`src/rtl/serial_rx_handshake_if.sv`:
```
// Serial line in, dav_/rfd byte handshake out; the slave modport is the receiver side.
interface serial_rx_handshake_if;
  logic       rxd;
  logic       rfd;
  logic       dav_n;
  logic [7:0] data;
  logic       err;
  logic       ovr;

  modport master (output rxd, rfd, input dav_n, data, err, ovr);
  modport slave  (input rxd, rfd, output dav_n, data, err, ovr);
endinterface

```
`src/rtl/serial_rx_handshake.sv`:
```
// Serial frame receiver with a one-word buffer and a Moore dav_/rfd offer.
// The buffer loads on the stop-sample edge, and dav_ falls one edge later at the earliest.
// If the buffer is still full when the next frame completes, that frame is dropped and ovr pulses.
module serial_rx_handshake #(
  parameter int BIT_CYCLES = 4
) (
  input  logic                  clk_i,
  input  logic                  rst_ni,
  serial_rx_handshake_if.slave  bus
);
  localparam int HALF = BIT_CYCLES / 2;
  localparam int CW   = $clog2(BIT_CYCLES) + 1;

  typedef enum logic [2:0] {R_IDLE, R_START, R_DATA, R_STOP, R_WAIT1} rx_state_e;
  typedef enum logic [1:0] {O_IDLE, O_OFFER, O_CLOSE} out_state_e;

  rx_state_e  rx_q, rx_d;
  out_state_e out_q, out_d;
  logic [CW-1:0] cnt_q, cnt_d;
  logic [2:0] bit_q, bit_d;
  logic [7:0] shift_q, shift_d;
  logic [7:0] buf_q, buf_d;
  logic       full_q, full_d;
  logic [7:0] data_q, data_d;
  logic       dav_n_q, dav_n_d;
  logic       err_q, err_d;
  logic       ovr_q, ovr_d;
  logic       rel;

  always_ff @(posedge clk_i or negedge rst_ni) begin
    if (!rst_ni) begin
      rx_q    <= R_IDLE;
      out_q   <= O_IDLE;
      cnt_q   <= '0;
      bit_q   <= '0;
      shift_q <= '0;
      buf_q   <= '0;
      full_q  <= 1'b0;
      data_q  <= '0;
      dav_n_q <= 1'b1;
      err_q   <= 1'b0;
      ovr_q   <= 1'b0;
    end else begin
      rx_q    <= rx_d;
      out_q   <= out_d;
      cnt_q   <= cnt_d;
      bit_q   <= bit_d;
      shift_q <= shift_d;
      buf_q   <= buf_d;
      full_q  <= full_d;
      data_q  <= data_d;
      dav_n_q <= dav_n_d;
      err_q   <= err_d;
      ovr_q   <= ovr_d;
    end
  end

  always_comb begin
    rx_d    = rx_q;
    out_d   = out_q;
    cnt_d   = cnt_q;
    bit_d   = bit_q;
    shift_d = shift_q;
    buf_d   = buf_q;
    data_d  = data_q;
    err_d   = 1'b0;
    ovr_d   = 1'b0;
    rel     = 1'b0;

    // Output side is evaluated first, so a release on the stop-sample edge frees the buffer for the new byte.
    case (out_q)
      O_IDLE:  if (full_q && bus.rfd) begin
                 out_d  = O_OFFER;
                 data_d = buf_q;
               end
      O_OFFER: if (!bus.rfd) begin
                 out_d = O_CLOSE;
                 rel   = 1'b1;
               end
      O_CLOSE: if (bus.rfd) out_d = O_IDLE;
      default: out_d = O_IDLE;
    endcase
    full_d = full_q & ~rel;

    case (rx_q)
      R_IDLE:  if (!bus.rxd) begin
                 rx_d  = R_START;
                 cnt_d = '0;
               end
      R_START: if (cnt_q == CW'(HALF - 1)) begin
                 cnt_d = '0;
                 bit_d = '0;
                 rx_d  = bus.rxd ? R_IDLE : R_DATA;
               end else begin
                 cnt_d = cnt_q + 1'b1;
               end
      R_DATA:  if (cnt_q == CW'(BIT_CYCLES - 1)) begin
                 cnt_d   = '0;
                 shift_d = {bus.rxd, shift_q[7:1]};
                 bit_d   = bit_q + 3'd1;
                 if (bit_q == 3'd7) rx_d = R_STOP;
               end else begin
                 cnt_d = cnt_q + 1'b1;
               end
      R_STOP:  if (cnt_q == CW'(BIT_CYCLES - 1)) begin
                 cnt_d = '0;
                 if (!bus.rxd) begin
                   err_d = 1'b1;
                   rx_d  = R_WAIT1;
                 end else begin
                   rx_d = R_IDLE;
                   if (full_d) begin
                     ovr_d = 1'b1;
                   end else begin
                     buf_d  = shift_q;
                     full_d = 1'b1;
                   end
                 end
               end else begin
                 cnt_d = cnt_q + 1'b1;
               end
      R_WAIT1: if (bus.rxd) rx_d = R_IDLE;
      default: rx_d = R_IDLE;
    endcase

    dav_n_d = (out_d != O_OFFER);
  end

  assign bus.dav_n = dav_n_q;
  assign bus.data  = data_q;
  assign bus.err   = err_q;
  assign bus.ovr   = ovr_q;
endmodule

```
`src/flat_wrapper.sv`:
```
// flat-port wrapper written by rule: the top's interface ports become plain ports
module serial_rx_handshake_flat 
#(
  parameter int BIT_CYCLES = 4
)
  (clk_i, rst_ni, bus_rxd, bus_rfd, bus_dav_n, bus_data, bus_err, bus_ovr);
  serial_rx_handshake_if bus_i ();
  input  logic clk_i;
  input  logic rst_ni;
  input wire logic [$bits(bus_i.rxd)-1:0] bus_rxd;
  input wire logic [$bits(bus_i.rfd)-1:0] bus_rfd;
  output wire logic [$bits(bus_i.dav_n)-1:0] bus_dav_n;
  output wire logic [$bits(bus_i.data)-1:0] bus_data;
  output wire logic [$bits(bus_i.err)-1:0] bus_err;
  output wire logic [$bits(bus_i.ovr)-1:0] bus_ovr;
  assign bus_i.rxd = bus_rxd;
  assign bus_i.rfd = bus_rfd;
  assign bus_dav_n = bus_i.dav_n;
  assign bus_data = bus_i.data;
  assign bus_err = bus_i.err;
  assign bus_ovr = bus_i.ovr;
  serial_rx_handshake #(.BIT_CYCLES(BIT_CYCLES)) u_core (.clk_i(clk_i), .rst_ni(rst_ni), .bus(bus_i));
endmodule
```
`config.mk`:
```
export PLATFORM = sky130hd
export DESIGN_NAME = serial_rx_handshake_flat
export DESIGN_NICKNAME = d
export VERILOG_FILES = /design/src/rtl/serial_rx_handshake_if.sv /design/src/rtl/serial_rx_handshake.sv /design/src/flat_wrapper.sv
export SDC_FILE = /design/constraint.sdc
export NUM_CORES = 1
export LEC_CHECK = 0
export CAP_MARGIN = 0
export CORE_MARGIN = 1
export CORE_UTILIZATION = 30
export CTS_CLUSTER_SIZE = 40
export DETAILED_ROUTE_END_ITERATION = 12
export GPL_TIMING_DRIVEN = 0
export SLEW_MARGIN = 30
export SYNTH_ARGS = -nofsm -noshare
export SYNTH_HDL_FRONTEND = slang
export SYNTH_SLANG_ARGS = --single-unit
```
`constraint.sdc`:
```
create_clock -name clk_i -period 1.95 [get_ports clk_i]
set_input_delay 0.4875 -clock clk_i [delete_from_list [all_inputs] [get_ports clk_i]]
set_output_delay 0.4875 -clock clk_i [all_outputs]
set_load 0.005 [all_outputs]
```
# --- After elaboration in Yosys (flattened, before gate mapping) ---
# Index checks and enable logic that the tools add are counted.
word_totals:
  ff_bits: 39
  in_bits: 4
  output_inout_bits: 11
classes:
  n_addsub: 2
  eq_ne: 16
  mux: 32
  n_bitwise: 3
  n_reduce_logical: 12
ops:
  columns: ["cell", "count"]
  rows:
  - ["3-bit two-way mux", 12]
  - ["3-bit one-hot mux with 5 select lines", 1]
  - ["1-bit two-way mux", 12]
  - ["2-bit by 1-bit != test with 1-bit output (second input constant)", 5]
  - ["3-bit by 2-bit equality test with 1-bit output (second input constant)", 3]
  - ["3-bit one-hot mux with 3 select lines", 1]
  - ["2-bit two-way mux", 4]
  - ["3-bit by 1-bit adder with 3-bit output (second input constant)", 2]
  - ["3-bit by 1-bit equality test with 1-bit output (second input constant)", 2]
  - ["3-bit equality test (second input constant)", 2]
  - ["2-bit one-hot mux with 3 select lines", 1]
  - ["3-bit one-hot mux with 2 select lines", 1]
  - ["2-bit AND reduction", 3]
  - ["6-bit AND reduction", 1]
  - ["2-bit != test (second input constant)", 2]
  - ["4-bit AND reduction", 1]
  - ["3-bit logical NOT", 1]
  - ["3-bit AND reduction", 1]
  - ["3-bit nonzero test", 1]
  - ["2-bit by 1-bit equality test with 1-bit output (second input constant)", 1]
  - ["2-bit equality test (second input constant)", 1]
  - ["2-bit logical NOT", 1]
  - ["1-bit inverter", 2]
  - ["2-bit nonzero test", 1]
  - ["other kinds (3)", 3]

# --- Logic depth before layout (Yosys ltp) ---
# Gate-level depths: netlist (run 1).
depth:
  depth_word: 8
  ltp_mapped: 6

# --- Worst setup path after synthesis (run 1) ---
# No wires, ideal clock.
synth_timing:
  path_type: "register -> register"
  start: "register u_core.cnt_q[0]"
  end: "register u_core.buf_q[0]"
  arrival_ns: 1.543
  t_required_ns: 1.825
  setup_slack_ns: 0.282
  stages_incl_launch_ff: 6
  synth_period_minus_slack_ns: 1.668
  cell_sequence: "dfrtp_1 > ha_1 > and3b_1 > o2111a_1 > buf_4 > mux2_2"
synth_via:
  elab_chain_len: 2
synth_rtl:
  columns: ["item", "line_no", "source"]
  rows:
  - ["start, declared", "serial_rx_handshake.sv:19", "logic [CW-1:0] cnt_q, cnt_d;"]
  - ["start signal, assigned", "serial_rx_handshake.sv:46", "cnt_q <= cnt_d;"]
  - ["3-bit by 2-bit equality test with 1-bit output", "serial_rx_handshake.sv:105", "R_STOP: if (cnt_q == CW'(BIT_CYCLES - 1)) begin"]
  - ["4-bit AND reduction (no line)", null, null]
  - ["end signal, assigned", "serial_rx_handshake.sv:49", "buf_q <= buf_d;"]
  - ["end, declared", "serial_rx_handshake.sv:22", "logic [7:0] buf_q, buf_d;"]
# Every way passes these cells.
# A chain may end at the register's enable or synchronous reset.

# --- Final worst setup path (run 1) ---
layout_timing:
  start: "register u_core.cnt_q[0]"
  end: "register u_core.buf_q[4]"
# Same word-level chain as after synthesis.

==> insert_results.sql, run 1 <==
INSERT INTO impl_metrics (metric_group, metric, value, unit) VALUES
('outcome', 'status', 'finished clean', ''),
('setup_path', 'cp_endpoint_kind', 'register', ''),
('setup_path', 'reg2reg_from', 'u_core.cnt_q[0]', ''),
('final_layout', 'nNetsFinal', '160', ''),
('clock_network', 'cts_sinks', '39', ''),
('logic_synthesis', 'synth_seq_area_share', '56.8', '%'),
('run', 'drv.max_cap_violation_count', '0', ''),
('place', 'place_ws', '-0.389', 'ns'),
('setup_path', 'cp_data_arrival_time', '2.00', 'ns'),
('routing', 'post_drt_wl_per_cell', '13.2', 'um'),
('logic_synthesis', 'synthesis.yosys.warnings', '0', ''),
('setup_path', 'timing.critical_path.from', 'u_core.cnt_q[0]', ''),
('floorplan', 'dieHeight', '77.8', 'um'),
('setup_path', 'worst-path-buf-inv', '1', ''),
('logic_synthesis', 'synth-main-ff-cell', 'sky130_fd_sc_hd__dfrtp_1', ''),
('routing', 'drt_pass1_iterations', '2', ''),
('setup_path', 'worstPathCellList', 'ha_2 > and3b_1 > o2111a_1 > buf_4 > mux2_2', ''),
('floorplan', 'die_width', '77.8', 'um'),
('final_layout', 'layout_overhead_on_the_synthesized_area', '20.6', '%'),
('sta', 'timing_hold_violations_final', '0', ''),
('setup_path', 'criticalPathCategory', 'register to register', ''),
('logic_synthesis', 'synth_nets', '137', ''),
('sta', 'finalWorstSetupSlack', '0.117', 'ns'),
('floorplan', 'initial_core_util', '31.3', '%'),
('floorplan', 'io-pin-count', '15', ''),
('grt', 'grt.total_usage', '11.2', '%'),
('floorplan', 'fp-row-count', '27', ''),
('final_layout', 'regArea', '977', 'um^2'),
('clock_network', 'clock_path_buffers', '2', ''),
('routing', 'remaining_drc_errors', '0', ''),
('final_layout', 'antenna_cells', '0', ''),
('hold_path', 'hold_path.class', 'input port to asynchronous set/reset pin', ''),
('logic_synthesis', 'synth_enable_flop_cells', '0', ''),
('setup_path', 'timing.critical_path.from_type', 'register', ''),
('clock_network', 'clk-insertion-delay-late', '0.28', 'ns'),
('sta', 'tightest_slew', '0.477', 'ns'),
('logic_synthesis', 'synth-seq-cells', '39', ''),
('routing', 'routed_wirelength', '2950', 'um'),
('sta', 'maxClockFrequency', '546', 'MHz'),
('place', 'placement.io_buffers', '14', ''),
('clock_network', 'htree_levels', '2', ''),
('setup_path', 'slowest_stage', 'sky130_fd_sc_hd__dfrtp_1', ''),
('power', 'power_density', '1120', 'nW/um^2'),
('logic_synthesis', 'synthesis.instances', '127', ''),
('grt', 'grt_first_pass_wirelength', '5210', 'um'),
('sta', 'setup_repair_after_global_routing_missed_its_margin', 'false', ''),
('final_layout', 'multi_input_comb_area', '697', 'um^2'),
('place', 'gp_congestion', '0.757', ''),
('routing', 'average_vias_per_placed_instance', '4.68', ''),
('floorplan', 'dieArea', '6050', 'um^2'),
('routing', 'drtAntennaViolNets', '0', ''),
('final_layout', 'drive_above_1_share', '27.2', '%'),
('sta', 'min_period_over_period', '94.0', '%'),
('clock_network', 'numCtsBuffers', '5', ''),
('final_layout', 'layout.cell_area.non_filler', '2080', 'um^2'),
('final_layout', 'fill_cells', '530', ''),
('clock_network', 'cts_hold_buf', '0', ''),
('setup_path', 'cp_data_required_time', '2.12', 'ns'),
('logic_synthesis', 'syn_avg_cell_area', '13.6', 'um^2'),
('clock_network', 'cts_root_buffer', 'sky130_fd_sc_hd__clkbuf_8', ''),
('setup_path', 'slowest_delay', '0.42', 'ns'),
('grt', 'grt-ovfl-total', '0', ''),
('routing', 'detailedRoute.firstIterationViolations', '26', ''),
('sta', 'worst_clock_skew', '0.00142', 'ns'),
('power', 'final_total_pwr', '2.32', 'mW'),
('floorplan', 'coreArea', '5510', 'um^2'),
('sta', 'setup-violations-final', '0', ''),
('place', 'detailed_place_hpwl', '2140', 'um'),
('sta', 'report.final.slew_viol_count', '0', ''),
('power', 'power.leakage', '0.999', 'nW'),
('grt', 'grt_antenna_before_repair', '0', '');
-- kinds of logic (layout without fill, tap and decap cells) --
| group | Yosys count | count (layout) | synth area share (%) |
|---|---|---|---|
| AO/OA/AOI/OAI | 17 | 17 | 6.61 |
| XOR/XNOR | 1 | 1 | 0.509 |
| adder cells (fa/ha/maj) | 6 | 6 | 4.36 |
| buffers and inverters | 10 | 34 | 3.27 |
| flip-flops | 39 | 39 | 56.8 |
| multiplexers | 25 | 25 | 17.9 |
| AND/OR/NAND/NOR | 29 | 29 | 10.6 |
-- state kept, by name, indices dropped and copies added (netlist names) --
register	flops
u_core.bit_q	3
u_core.buf_q	8
u_core.bus.data	8
u_core.bus.dav_n	1
u_core.bus.err	1
u_core.bus.ovr	1
u_core.cnt_q	3
u_core.full_q	1
u_core.out_q	2
u_core.rx_q	3
u_core.shift_q	8
-- synth_stat cells, types with 2 or more instances --
cell type | number | area [um^2]
sky130_fd_sc_hd__a22o_1 | 2 | 17.5
sky130_fd_sc_hd__o41ai_1 | 2 | 17.5
sky130_fd_sc_hd__mux2_4 | 7 | 105
sky130_fd_sc_hd__o21ai_0 | 6 | 30.0
sky130_fd_sc_hd__mux2_2 | 18 | 203
sky130_fd_sc_hd__nor2_1 | 6 | 22.5
sky130_fd_sc_hd__dfrtp_1 | 38 | 951
sky130_fd_sc_hd__buf_6 | 2 | 22.5
sky130_fd_sc_hd__nor3b_1 | 2 | 15.0
sky130_fd_sc_hd__or3_1 | 2 | 12.5
sky130_fd_sc_hd__nor3_1 | 3 | 15.0
sky130_fd_sc_hd__inv_1 | 5 | 18.8
sky130_fd_sc_hd__nand2_1 | 4 | 15.0
sky130_fd_sc_hd__ha_1 | 6 | 75.1
sky130_fd_sc_hd__nand2b_1 | 3 | 18.8
sky130_fd_sc_hd__a21oi_1 | 4 | 20.0
sky130_fd_sc_hd__nor2b_1 | 2 | 12.5
sky130_fd_sc_hd__clkbuf_1 | 2 | 7.51
-- stage by stage --
step	hold slack, ns	TNS (ns)	cells	util, %
floorplan	0.192	0	127	-
global placement	0.472	-20.73	213	35.4
detailed placement	0.378	-3.93	214	35.7
CTS	0.0650	0	222	37.3
global route	0.0707	0	223	37.7
finish	0.0662	0	223	37.7
-- report_power, final --
part	internal (mW)	leakage, nW	switching, mW
clock network	0.251	0.0422	0.262
logic	0.381	0.433	0.315
registers	0.982	0.524	0.132
-- final timing paths --
kind | depth (start not counted) | slack, ns | end
min | 1 | 0.07 | u_core.full_q
max | 5 | 0.12 | u_core.buf_q[4]
max reg2reg | 5 | 0.12 | u_core.buf_q[4]
min in group clk_i | 1 | 0.50 | u_core.bus.dav_n
min reg2reg | 1 | 0.50 | u_core.bus.dav_n
max in group asynchronous | 2 | 1.45 | u_core.bus.data[5]
-- final cells by class --
type | instances | area share [%]
Clock buffer | 7 | 3.67
Clock inverter | 1 | 0.241
Multi-Input combinational cell | 78 | 33.6
Tap cell | 72 | 4.34
Buffer | 5 | 1.81
Timing Repair Buffer | 16 | 8.43
Inverter | 5 | 0.904
Sequential cell | 39 | 47.0
-- repair_timing --
action / in CTS / in global routing
resized for setup: 1 / 1
cloned: 0 / 0
endpoints found under the setup margin: 8 / 14
buffers inserted: 0 / 1
-- worst register-to-register path: cells and delay by family (launching register included) --
family                   cells  cell delay (ns)
AO/OA/AOI/OAI                1             0.22
multiplexers                 1             0.35
buffers and inverters        1             0.17
AND/OR/NAND/NOR              1             0.29
adder cells (fa/ha/maj)      1             0.28
flip-flops                   1             0.42
-- routing by layer --
metal  part of all wire, %  GRT usage, %  up-vias
li1                      -             -      493
met1                    43          12.6      530
met2                    52          19.1       16
met3                   3.4          3.53        5
met4                   1.9          5.47        0
met5                     0             0        -
No activity file was read; power rests on OpenSTA's default activity.
==> run 2: changes to the inputs <==
Settings changed: CAP_MARGIN 0 to 20, CORE_UTILIZATION 30 to 25.
==> run 2 against run 1 <==
  * Setup slack better by 0.015 ns
  * Clock power up 54%
  * Count of clock-buffer cells in the layout down 1
  * Clock skew up 0.0040 ns
  * Die area up 19%
  * Power up 11%
  * Sequential power about the same
  * Sequential cell count unchanged
  * Worst hold slack better by 0.077 ns
  * First-iteration DRC count up 23%
  * Routed wire length down 7.9%
  * Largest power group unchanged
==> insert_results.sql, run 2 (synthesized netlist as in run 1, its figures left out) <==
INSERT INTO impl_metrics (metric_group, metric, value, unit) VALUES
('outcome', 'status', 'finished clean', ''),
('setup_path', 'worst-path-buf-inv', '1', ''),
('sta', 'report.final.slew_viol_count', '0', ''),
('hold_path', 'hold_path.class', 'input port to asynchronous set/reset pin', ''),
('clock_network', 'numCtsBuffers', '5', ''),
('routing', 'remaining_drc_errors', '0', ''),
('setup_path', 'worstPathCellList', 'ha_2 > and3b_1 > o2111a_1 > buf_4 > mux2_2', ''),
('power', 'combinationalPowerShare', '26.3', '%'),
('routing', 'drt_pass1_iterations', '3', ''),
('clock_network', 'cts_hold_buf', '0', ''),
('routing', 'routed_wirelength', '2710', 'um'),
('power', 'power.leakage', '1.03', 'nW'),
('final_layout', 'fill_cells', '638', ''),
('clock_network', 'cts_sinks', '39', ''),
('floorplan', 'die_width', '85.0', 'um'),
('power', 'irDropWorstVdd', '0.317', 'mV'),
('final_layout', 'drive_above_1_share', '27.8', '%'),
('final_layout', 'nNetsFinal', '160', ''),
('routing', 'average_vias_per_placed_instance', '4.43', ''),
('grt', 'grt-ovfl-total', '0', ''),
('grt', 'grt_antenna_before_repair', '0', ''),
('setup_path', 'reg2regPathDepth', '5', ''),
('final_layout', 'layout.cells.most_common', 'sky130_fd_sc_hd__dfrtp_1', ''),
('sta', 'setup_repair_after_global_routing_missed_its_margin', 'false', ''),
('sta', 'setup-violations-final', '0', ''),
('sta', 'max_slew_margin', '68.8', '%'),
('power', 'power.net_switching', '0.710', 'mW'),
('grt', 'grt.total_usage', '8.59', '%'),
('power', 'power_density', '1210', 'nW/um^2'),
('sta', 'timing.setup.tns', '0', 'ns'),
('setup_path', 'timing.critical_path.from_type', 'register', ''),
('place', 'detailed_place_hpwl', '1910', 'um'),
('setup_path', 'slowest_delay', '0.42', 'ns'),
('power', 'final_total_pwr', '2.58', 'mW'),
('sta', 'timing_hold_violations_final', '0', ''),
('routing', 'met3_wire_length', '138', 'um'),
('routing', 'post_drt_wl_per_cell', '11.9', 'um'),
('clock_network', 'clock_path_buffers', '2', ''),
('routing', 'wl_met2', '1260', 'um'),
('sta', 'maxClockFrequency', '550', 'MHz'),
('floorplan', 'dieHeight', '85.0', 'um'),
('sta', 'worst_clock_skew', '0.00539', 'ns'),
('sta', 'tightest_slew', '0.469', 'ns'),
('setup_path', 'slowest_stage', 'sky130_fd_sc_hd__dfrtp_1', ''),
('setup_path', 'reg2reg_from', 'u_core.cnt_q[0]', ''),
('power', 'internal_power', '1.87', 'mW'),
('place', 'dpl_cell_area', '1980', 'um^2'),
('place', 'gp_congestion', '0.732', ''),
('setup_path', 'cp_endpoint_kind', 'register', ''),
('run', 'drv.max_cap_violation_count', '0', ''),
('routing', 'dr_total_vias', '1011', ''),
('routing', 'maxUsedRoutingLayer', 'met4', ''),
('final_layout', 'layout_overhead_on_the_synthesized_area', '24.4', '%'),
('clock_network', 'cts_tree', 'yes', ''),
('routing', 'met1_length', '1270', 'um'),
('final_layout', 'mostFrequentLayoutCells', 'sky130_fd_sc_hd__dfrtp_1, sky130_fd_sc_hd__mux2_2, sky130_fd_sc_hd__clkdlybuf4s50_1', ''),
('grt', 'grt_first_pass_wirelength', '4730', 'um'),
('setup_path', 'regToRegSetupSlack', '0.13', 'ns'),
('floorplan', 'dieArea', '7220', 'um^2'),
('floorplan', 'fp-row-count', '29', ''),
('setup_path', 'cp_num_cells', '5', ''),
('clock_network', 'clk_transition_reported_paths', '0.07', 'ns'),
('grt', 'number_of_global_route_vias_before_repair', '1036', ''),
('power', 'reg_power_share', '43.1', '%'),
('power', 'pwr-share-clk', '30.6', '%'),
('place', 'placement.io_buffers', '14', ''),
('sta', 'finalCriticalPeriod', '1.82', 'ns'),
('final_layout', 'layout.cell_area.non_filler', '2140', 'um^2'),
('routing', 'detailedRoute.firstIterationViolations', '32', ''),
('setup_path', 'criticalPathCategory', 'register to register', ''),
('setup_path', 'cp_data_required_time', '2.13', 'ns'),
('setup_path', 'cp_data_arrival_time', '2.00', 'ns'),
('setup_path', 'crit_fanout', '8', ''),
('clock_network', 'htree_levels', '2', ''),
('setup_path', 'crit-reg2reg-capture', 'u_core.buf_q[4]', ''),
('final_layout', 'antenna_cells', '0', ''),
('grt', 'pin_count_of_the_biggest_net_entering_global_routing', '22', ''),
('floorplan', 'coreArea', '6490', 'um^2'),
('power', 'netSwitchingFraction', '27.5', '%'),
('setup_path', 'cp_top_family', 'flip-flops', ''),
('sta', 'min_period_over_period', '93.2', '%'),
('floorplan', 'io-pin-count', '15', ''),
('clock_network', 'cts_root_buffer', 'sky130_fd_sc_hd__clkbuf_8', ''),
('clock_network', 'clk-insertion-delay-late', '0.29', 'ns'),
('routing', 'drtAntennaViolNets', '0', ''),
('floorplan', 'initial_core_util', '26.5', '%');
==> run 2: routing by layer <==
metal | up-vias | global-route usage [%]
li1 | 494 | -
met1 | 498 | 10.5
met2 | 13 | 12.8
met3 | 6 | 4.28
met4 | 0 | 3.70
met5 | - | 0
==> run 2: cell type report <==
cell class,count,area [um^2],share of cell area [%]
flip-flops and latches,39,977,45.6
multi-input cells,78,697,32.5
well taps,77,96.3,4.50
clock buffers,6,72.6,3.39
clock inverters,2,60.1,2.80
repair buffers,16,183,8.53
inverters,5,18.8,0.876
plain buffers,5,37.5,1.75
==> run 2: power by group through the flow <==
stage	logic [mW]	clock network [mW]	registers [mW]
4_1_cts	0.665	0.816	1.12
3_3_place_gp	0.639	0	1.12
5_1_grt	0.762	0.855	1.14
3_5_place_dp	0.655	0	1.13
6_report	0.680	0.790	1.11
2_1_floorplan	0.481	0	1.10
==> run 2: how the worst max path moves through the flow <==
stage                     slack (ns)            endpoint             from
after CTS                       0.06     u_core.buf_q[0]  u_core.cnt_q[0]
after detailed placement       -0.35  u_core.bus.data[5]          bus_rfd
after global routing            0.02     u_core.buf_q[0]  u_core.cnt_q[0]
after global placement         -0.57  u_core.bus.data[5]           rst_ni
after floorplan                 0.28     u_core.buf_q[0]  u_core.cnt_q[0]
final                           0.13     u_core.buf_q[4]  u_core.cnt_q[0]
==> run 2: stage by stage <==
stage	util [%]	hold slack, ns	instances	setup slack, ns
floorplan	-	0.192	127	0.282
global placement	30.1	0.474	218	-0.574
detailed placement	30.5	0.475	219	-0.350
CTS	32.6	0.153	227	0.0627
global route	33.0	0.171	228	0.0183
finish	33.0	0.143	228	0.133
==> run 2: what timing repair did <==
item                                    CTS  global route
endpoints found under the setup margin    8             9
gates resized for setup                   1             1
buffers inserted                          0             1
pin swaps                                 0             0
